### src/rtl/traffic_pkg.sv
// Shared types and constants for the intersection phase scheduler:
// state encodings, lamp one-hot patterns and the phase timer width.
package traffic_pkg;

    localparam int TIMER_W = 5;

    typedef logic [TIMER_W-1:0] timer_t;

    typedef enum logic [2:0] {
        HW_GREEN  = 3'd0,
        HW_YELLOW = 3'd1,
        ALL_RED_A = 3'd2,
        ST_GREEN  = 3'd3,
        ST_YELLOW = 3'd4,
        PED_WALK  = 3'd5,
        ALL_RED_B = 3'd6
    } state_t;

    // Which conflicting request was granted most recently.
    typedef enum logic {
        SERVED_STREET = 1'b0,
        SERVED_PED    = 1'b1
    } served_t;

    localparam logic [2:0] LAMP_RED    = 3'b100;
    localparam logic [2:0] LAMP_YELLOW = 3'b010;
    localparam logic [2:0] LAMP_GREEN  = 3'b001;

    typedef struct packed {
        logic [2:0] highway;
        logic [2:0] street;
        logic       walk;
    } lamps_t;

    // Lamp pattern shown while in a given state.
    function automatic lamps_t lamps_for(state_t s);
        lamps_t l;
        l.highway = LAMP_RED;
        l.street  = LAMP_RED;
        l.walk    = 1'b0;
        case (s)
            HW_GREEN:  l.highway = LAMP_GREEN;
            HW_YELLOW: l.highway = LAMP_YELLOW;
            ST_GREEN:  l.street  = LAMP_GREEN;
            ST_YELLOW: l.street  = LAMP_YELLOW;
            PED_WALK:  l.walk    = 1'b1;
            default:   ;
        endcase
        return l;
    endfunction

endpackage

### src/rtl/phase_timer.sv
// Phase timer: loads a duration-minus-one on phase entry, counts down to
// zero and parks there until the next load.
module phase_timer
    import traffic_pkg::*;
#(
    parameter timer_t RESET_VALUE = '0
) (
    input  logic   clk,
    input  logic   reset,
    input  logic   load,
    input  timer_t load_value,
    output timer_t value,
    output logic   zero
);

    // Load on phase entry, otherwise decrement and saturate at zero.
    always_ff @(posedge clk or negedge reset) begin
        if (!reset) begin
            value <= RESET_VALUE;
        end else if (load) begin
            value <= load_value;
        end else if (value != '0) begin
            value <= value - timer_t'(1);
        end
    end

    assign zero = (value == '0);

endmodule

### src/rtl/intersection_phase_scheduler.sv
// Highway / side-street / pedestrian phase scheduler.
//
//   state     | meaning
//   ----------+-----------------------------------------------------------
//   HW_GREEN  | highway green, at least T_MIN_GREEN; holds until a request
//   HW_YELLOW | highway yellow, T_YELLOW
//   ALL_RED_A | clearance before granting street or pedestrians
//   ST_GREEN  | street green, T_MIN_GREEN..T_MAX_GREEN depending on car_req
//   ST_YELLOW | street yellow, T_YELLOW
//   PED_WALK  | walk lamp on, all traffic red, T_WALK
//   ALL_RED_B | clearance before returning to highway green
//
// Durations must lie in 1..31 with T_MAX_GREEN >= T_MIN_GREEN.
module intersection_phase_scheduler
    import traffic_pkg::*;
#(
    parameter int T_MIN_GREEN = 10,
    parameter int T_MAX_GREEN = 20,
    parameter int T_YELLOW    = 3,
    parameter int T_ALL_RED   = 1,
    parameter int T_WALK      = 8
) (
    input  logic       clk,
    input  logic       reset,
    input  logic       car_req,
    input  logic       ped_req,
    input  logic       emerg,
    output logic [2:0] highway,
    output logic [2:0] street,
    output logic       walk,
    output logic [4:0] countdown,
    output logic [2:0] phase
);

    localparam timer_t LD_MIN_GREEN = timer_t'(T_MIN_GREEN - 1);
    localparam timer_t LD_MAX_GREEN = timer_t'(T_MAX_GREEN - 1);
    localparam timer_t LD_YELLOW    = timer_t'(T_YELLOW - 1);
    localparam timer_t LD_ALL_RED   = timer_t'(T_ALL_RED - 1);
    localparam timer_t LD_WALK      = timer_t'(T_WALK - 1);
    // Street green has lasted at least T_MIN_GREEN cycles once the timer
    // has fallen to this value or below.
    localparam timer_t ST_MIN_DONE  = timer_t'(T_MAX_GREEN - T_MIN_GREEN);

    state_t  state;
    state_t  next_state;
    served_t last_served;
    logic    ped_pend;
    timer_t  timer_value;
    logic    timer_zero;
    logic    load;
    timer_t  load_value;
    lamps_t  next_lamps;

    function automatic timer_t load_for(state_t s);
        timer_t v;
        case (s)
            HW_GREEN:  v = LD_MIN_GREEN;
            HW_YELLOW: v = LD_YELLOW;
            ST_GREEN:  v = LD_MAX_GREEN;
            ST_YELLOW: v = LD_YELLOW;
            PED_WALK:  v = LD_WALK;
            default:   v = LD_ALL_RED;
        endcase
        return v;
    endfunction

    // Next-phase decision from the current phase, timer and requests.
    always_comb begin
        next_state = state;
        unique case (state)
            HW_GREEN: begin
                if (timer_zero && !emerg && (car_req || ped_pend))
                    next_state = HW_YELLOW;
            end
            HW_YELLOW: begin
                if (timer_zero) next_state = ALL_RED_A;
            end
            ALL_RED_A: begin
                if (timer_zero) begin
                    if (emerg)
                        next_state = ALL_RED_B;
                    else if (car_req && ped_pend)
                        next_state = (last_served == SERVED_PED) ? ST_GREEN : PED_WALK;
                    else if (car_req)
                        next_state = ST_GREEN;
                    else if (ped_pend)
                        next_state = PED_WALK;
                    else
                        next_state = ALL_RED_B;
                end
            end
            ST_GREEN: begin
                if (emerg || timer_zero || (!car_req && timer_value <= ST_MIN_DONE))
                    next_state = ST_YELLOW;
            end
            ST_YELLOW: begin
                if (timer_zero) next_state = ALL_RED_B;
            end
            PED_WALK: begin
                if (emerg || timer_zero) next_state = ALL_RED_B;
            end
            ALL_RED_B: begin
                if (timer_zero) next_state = HW_GREEN;
            end
            default: next_state = HW_GREEN;
        endcase
    end

    // Every transition is a phase entry, so the timer reloads exactly then.
    assign load       = (next_state != state);
    assign load_value = load_for(next_state);
    assign next_lamps = lamps_for(next_state);

    phase_timer #(
        .RESET_VALUE (LD_MIN_GREEN)
    ) u_phase_timer (
        .clk        (clk),
        .reset      (reset),
        .load       (load),
        .load_value (load_value),
        .value      (timer_value),
        .zero       (timer_zero)
    );

    // Phase register, request latch, fairness memory and registered lamps.
    always_ff @(posedge clk or negedge reset) begin
        if (!reset) begin
            state       <= HW_GREEN;
            ped_pend    <= 1'b0;
            last_served <= SERVED_PED;
            highway     <= LAMP_GREEN;
            street      <= LAMP_RED;
            walk        <= 1'b0;
        end else begin
            state <= next_state;
            // A press arriving on the very cycle the walk starts is kept.
            if (load && next_state == PED_WALK)
                ped_pend <= ped_req;
            else
                ped_pend <= ped_pend | ped_req;
            if (load && next_state == ST_GREEN)
                last_served <= SERVED_STREET;
            else if (load && next_state == PED_WALK)
                last_served <= SERVED_PED;
            highway <= next_lamps.highway;
            street  <= next_lamps.street;
            walk    <= next_lamps.walk;
        end
    end

    assign countdown = timer_value;
    assign phase     = state;

endmodule

### config.mk
export PLATFORM = sky130hd
export DESIGN_NAME = intersection_phase_scheduler
export DESIGN_NICKNAME = d
export VERILOG_FILES = /design/src/rtl/traffic_pkg.sv /design/src/rtl/phase_timer.sv /design/src/rtl/intersection_phase_scheduler.sv
export SDC_FILE = /design/constraint.sdc
export NUM_CORES = 1
export LEC_CHECK = 0
export ABC_AREA = 1
export ABC_CLOCK_PERIOD_IN_PS = 4580
export CAP_MARGIN = 10
export CORE_ASPECT_RATIO = 0.7
export CORE_MARGIN = 3
export CORE_UTILIZATION = 51
export CTS_CLUSTER_DIAMETER = 100
export CTS_CLUSTER_SIZE = 28
export DETAILED_ROUTE_END_ITERATION = 16
export PLACE_DENSITY = 0.78
export SLEW_MARGIN = 20
export SYNTH_ARGS = -nofsm -noshare
export SYNTH_HDL_FRONTEND = slang
export SYNTH_HIERARCHICAL = 1
export SYNTH_SLANG_ARGS = --single-unit
### constraint.sdc
create_clock -name clk -period 4.58 [get_ports clk]
set_input_delay 1.374 -clock clk [delete_from_list [all_inputs] [get_ports clk]]
set_output_delay 1.374 -clock clk [all_outputs]
set_load 0.01 [all_outputs]
==> metrics, run 1 <==
maximum clock path buffer count 2; CTS tree done; cell accounting for the most synthesized area dfrtp_1; Seq/Total Area, Yosys between 40% and 50%; slowest stage delay, CP between 500 and 600 ps; Routed WL per cell ~12 um; PwrDens between 800 and 900 mW/mm^2; startpoint types input port; leakage power just under 0.7 nW; CP required 4770 ps; clock sink count 17; pin count of the biggest net entering global routing 18; initial antenna violation count 0; Warnings, synthesis 6; Crit Path Class input port to flip-flop; first-pass GRT wire length between 3 and 4 mm; Hold Fails Final Rpt 0; status complete, no violations; Worst-Margin Slew 711 ps; Netlist cell types 25; Chip Width approximately 61 um; worst-path cell chain clkdlybuf4s50_1 > inv_1 > nand4_1 > nand2_1 > nand2_1 > nand2_2 > nand3_4 > nand2_1 > nand2_1 > nand3_2 > inv_2 > nand4_2 > nand2_1 > o21ai_1; top cells by area, synth dfrtp_1 (28%), nand2_1 (16%), dfstp_2 (12%); worst path arrival time between 3000 and 4000 ps; GRT Util Overall a little under a fifth; Crit-path slowest cell clkdlybuf4s50_1; Max Clock Skew approximately 3.5 ps; vias per cell between 4 and 5; Post-CTS Resized 0; Worst path most repeated cell nand2_1; root buffer cell clkbuf_4; clk slew on worst S/H paths ~90 ps; Peak VDD IR roughly 0.00041 V; max-slew headroom at the worst pin a little over half; total CTS buffers 3; CP delay by family, top simple AND/OR/NAND/NOR gates; final setup vio count 0; cell area after synthesis 0.00107 sq mm; final period utilization 64.8%; remaining routing DRC violations 0; final wirelength between 2 and 2.5 mm; total congestion overflow 0; Synth top area share roughly 28%; num rows 13; Syn Nets ~150; Worst setup EP type flip-flop; I/O pin count 20; GP Congestion 0.900; Die Height between 40 and 50 um; synthesis-to-layout area growth 22.9%; Post-CTS Setup Bufs 0; Clock H-tree levels 1; unrepaired setup endpoints after global routing false; Min-Delay Path Class flip-flop to flip-flop; vias post-DR around 930; most frequent cells in the layout nand2_1 (47), inv_1 (20), clkdlybuf4s50_1 (19); syn avg cell area 7.59 sq um; Setup TNS 0 ps; Buffers on Ports 19; Post-CTS Hold Buffers 0; minimum clock period slightly below 3000 ps; FF+latch count, synth 17; fmax between 0.3 and 0.4 GHz; number of global-route vias before repair roughly 800; Slew Limit Fails 0; starting density of the core between 50 and 60%; Nets about 170; Die Footprint between 0.002 and 0.003 sq mm; Detailed Route Iter0 Violations 40; Core Footprint around 0.0019 sq mm; ANT nets after route 0; most common cell after layout, fill and taps aside nand2_1; worst skew pair latency just under 300 ps; max-cap viol count 0; CP Max Fanout 10; Synth Instances about 140; share of cells above drive strength 1 between 20 and 25%; HPWL after DPL between 1.5 and 2 mm; Buf/Inv on CP 3; First-pass DRT Iterations 4; Fill cells about 160; final hold slack between 400 and 500 ps; antenna cells 0
==> cell type report <==
cell class,instances,area [sq um],area share (%)
tap,22,27.5,2.09
multi-input combinational,99,544,41.4
timing repair buffer,19,190,14.5
sequential,17,432,32.8
clock inverter,1,5.00,0.381
inverter,25,93.8,7.14
clock buffer,3,22.5,1.71
==> per-stage QoR <==
step                utilization [%]  cells  power [mW]  worst slack [ps]  area (sq um)
finish                         68.5    186        1.09              1610          1320
global route                   68.5    186        1.21              1410          1320
CTS                            68.5    186        1.10              1610          1320
detailed placement             67.1    182        1.02              1300          1290
global placement               67.1    182        1.00              1350          1290
floorplan                         -    141       0.802              1980          1070
==> metal layers <==
| metal | up-vias | wire (um) | global-route usage [%] |
|---|---|---|---|
| li1 | 481 | - | - |
| met1 | 411 | 1120 | 29.6 |
| met2 | 32 | 913 | 24.9 |
| met3 | 2 | 138 | 6.12 |
| met4 | 0 | 10 | 3.90 |
| met5 | - | 0 | 0 |
==> cells by family (layout without fill, tap and decap cells) <==
logic type	count (synthesis)	in the layout	share of synthesized area (%)
AO/OA/AOI/OAI	10	10	6.43
flip-flops	17	17	40.4
buffers and inverters	25	48	8.77
adder cells (fa/ha/maj)	1	1	1.17
AND/OR/NAND/NOR	87	87	42.5
XOR/XNOR	1	1	0.819
==> power breakdown <==
group | total [mW] | internal, mW | switching, mW
clock | 0.0801 | 0.0325 | 0.0476
combinational | 0.718 | 0.289 | 0.429
sequential | 0.297 | 0.236 | 0.0608
total | 1.09 | 0.557 | 0.537
==> synthesized netlist by cell type <==
cell	instances
nand4_1	3
nor2_2	1
a21oi_2	1
xnor2_1	1
inv_1	20
nor3_2	1
inv_2	5
nor2_4	3
nand3_2	2
o21ai_4	1
nor2_1	14
dfstp_2	5
nand3b_1	1
ha_1	1
a21oi_1	1
dfrtp_1	12
o21ai_0	2
nand2_2	7
o22ai_1	1
nand4_2	1
nand3_4	3
nand3_1	4
nand2_1	47
o21ai_1	3
o21bai_1	1
==> worst min-delay path, stage by stage (launching register included) <==
cell     delay (ps)
dfstp_2         390
nand2_1          60
nand2_1          50
==> final timing paths <==
kind | slack (ps) | depth (start not counted) | start | endpoint
max | 1610 | 14 | emerg | u_phase_timer/value[1]
min | 480 | 2 | last_served | last_served
max reg2reg | 1980 | 14 | u_phase_timer/value[0] | u_phase_timer/value[1]
min reg2reg | 480 | 2 | last_served | last_served
max in group asynchronous | 2630 | 1 | reset | u_phase_timer/value[4]
min in group asynchronous | 1500 | 1 | reset | phase[2]
==> sequential cells by signal, indices dropped and copies added, names as in the netlist <==
register / cells
highway: 3
u_phase_timer/value: 5
street: 3
ped_pend: 1
last_served: 1
walk: 1
phase: 3
(Power assumes the default switching activity.)
==> inputs of run 2 (changes only) <==
--- a/config.mk
+++ b/config.mk
@@ -6,15 +6,15 @@
 export NUM_CORES = 1
 export LEC_CHECK = 0
 export ABC_AREA = 1
-export ABC_CLOCK_PERIOD_IN_PS = 4580
+export ABC_CLOCK_PERIOD_IN_PS = 2500
 export CAP_MARGIN = 10
 export CORE_ASPECT_RATIO = 0.7
 export CORE_MARGIN = 3
-export CORE_UTILIZATION = 51
+export CORE_UTILIZATION = 46
 export CTS_CLUSTER_DIAMETER = 100
 export CTS_CLUSTER_SIZE = 28
 export DETAILED_ROUTE_END_ITERATION = 16
-export PLACE_DENSITY = 0.78
+export PLACE_DENSITY = 0.75
 export SLEW_MARGIN = 20
 export SYNTH_ARGS = -nofsm -noshare
 export SYNTH_HDL_FRONTEND = slang
==> constraint.sdc (replaced) <==
create_clock -name clk -period 2.5 [get_ports clk]
set_input_delay 0.75 -clock clk [delete_from_list [all_inputs] [get_ports clk]]
set_output_delay 0.75 -clock clk [all_outputs]
set_load 0.01 [all_outputs]
==> metrics, run 2 (synthesis results as in run 1) <==
status complete, no violations; startpoint types flip-flop; clock power share 5.7%; Worst setup EP type flip-flop; Setup TNS 0 ps; RR Startpoint u_phase_timer/value[0]; Peak VDD IR slightly below 0.0008 V; Post-CTS Hold Buffers 0; Psw 1.30 mW; Sw Share around 49%; GP Congestion ~0.93; Chip Width 63.6 um; most flop-heavy register u_phase_timer/value; max-slew headroom at the worst pin 77.3%; I/O pin count 20; CTS tree done; minimum clock period roughly 2500 ps; Worst Hold Depth 2; leakage power 0.768 nW; Flop pwr share a little over a fifth; Clock H-tree levels 1; final wirelength 3.00 mm; max reg flops 5; First-pass DRT Iterations 4; fin util between 70% and 80%; pin count of the biggest net entering global routing 18; Worst setup endpoint u_phase_timer/value[0]; ANT nets after route 0; Worst-Margin Slew around 340 ps; starting density of the core 53.0%; remaining routing DRC violations 0; Slew Limit Fails 0; number of global-route vias before repair roughly 900; Min-Delay Path Class flip-flop to flip-flop; fmax ~0.4 GHz; PwrDens roughly 1700 mW/mm^2; CP Max Fanout 6; total congestion overflow 0; synthesis-to-layout area growth 44.4%; Detailed Route Iter0 Violations between 50 and 60; Worst Reg-to-Reg Cells 17; vias per cell 5.25; Nets around 190; vias post-DR between 1,000 and 1,500; HPWL after DPL about 1.9 mm; internal power approximately 1.3 mW; share of cells above drive strength 1 approximately a third; worst reg2reg endpoint u_phase_timer/value[0]; Buffers on Ports 19; Core Footprint about 0.002 sq mm; clock sink count 17; num rows 13; final period utilization between 90% and 100%; setup slack, reg-to-reg 9 ps; initial antenna violation count 0; maximum clock path buffer count 2; Die Height approximately 46 um; Combinational Power Share 73.1%; most common cell after layout, fill and taps aside nand2_1; Die Footprint ~0.0029 sq mm; Crit Path Class flip-flop to flip-flop; root buffer cell clkbuf_4; Fill cells 132; CP Launch Point u_phase_timer/value[0]; Max Clock Skew about 6.3 ps; first-pass GRT wire length 3.95 mm; total CTS buffers 3; GRT Util Overall 18.1%; antenna cells 0; CP required about 2700 ps; Multi-input gate area 621 sq um; clk slew on worst S/H paths about 100 ps; most frequent cells in the layout nand2_1 (43), clkdlybuf4s50_1 (19), inv_1 (17); Hold Fails Final Rpt 0; worst path arrival time about 2700 ps; Routed WL per cell roughly 14 um; max-cap viol count 0; Reg area 432 sq um; final setup vio count 0; worst skew pair latency about 300 ps
## run 2: cell count changes in the layout (fill, tap and decap cells not counted), sizes merged
cell,before,now
buf,0,17
clkinvlp,0,1
inv,25,24
## run 2: final cells by class
type,count,share of cell area (%)
timing repair buffer,36,21.1
clock inverter,1,0.324
tap,30,2.43
multi-input combinational,99,40.2
inverter,25,6.64
sequential,17,27.9
clock buffer,3,1.46
## run 2: power groups by stage
stage / combinational (mW) / sequential, mW / clock (mW)
6_report: 1.93 / 0.557 / 0.151
4_1_cts: 1.47 / 0.539 / 0.153
5_1_grt: 2.08 / 0.579 / 0.170
3_5_place_dp: 1.47 / 0.543 / 0
2_1_floorplan: 0.893 / 0.577 / 0
3_3_place_gp: 1.42 / 0.543 / 0
## run 2: timing repair
item                       in CTS  in global routing
resized for setup               0                 24
setup endpoints to repair       0                  7
setup buffers                   0                  8
## run 2: per-stage QoR
| step | std cells | cell area [sq um] | power [mW] | setup slack (ps) | hold WS, ps |
|---|---|---|---|---|---|
| after floorplan | 141 | 1070 | 1.47 | 181 | 449 |
| after global placement | 199 | 1370 | 1.96 | -32.5 | 460 |
| after detailed placement | 199 | 1370 | 2.01 | -121 | 473 |
| after CTS | 203 | 1390 | 2.16 | 3.49 | 489 |
| after global routing | 211 | 1550 | 2.83 | -122 | 541 |
| final | 211 | 1550 | 2.63 | 9.00 | 486 |
## run 2: critical path, cell delays in order (launching register included)
cell	delay, ps
dfstp_2	610
inv_4	60
ha_4	170
nand3_4	90
clkinvlp_4	170
nor2_4	170
buf_6	120
nand3_4	120
nand3_4	150
buf_6	110
nand2_2	70
nor2_4	90
nor2_1	50
nand2_1	70
nand2_1	80
o21ai_1	90
nand2_1	90
o21ai_2	80
## run 2: metal layers
layer  global-route usage (%)  share of wire (%)  vias to the layer above
met5                        0                  0                        -
met4                     5.15                4.0                        0
met3                     4.63                6.4                       14
met2                     30.3                 47                       63
met1                     23.5                 42                      515
li1                         -                  -                      515
## run 2: how the worst min path moves through the flow
| stage | startpoint | to |
|---|---|---|
| 6_report | last_served | last_served |
| 3_5_place_dp | last_served | last_served |
| 4_1_cts | last_served | last_served |
| 2_1_floorplan | reset | highway[1] |
| 5_1_grt | last_served | last_served |
| 3_3_place_gp | last_served | last_served |
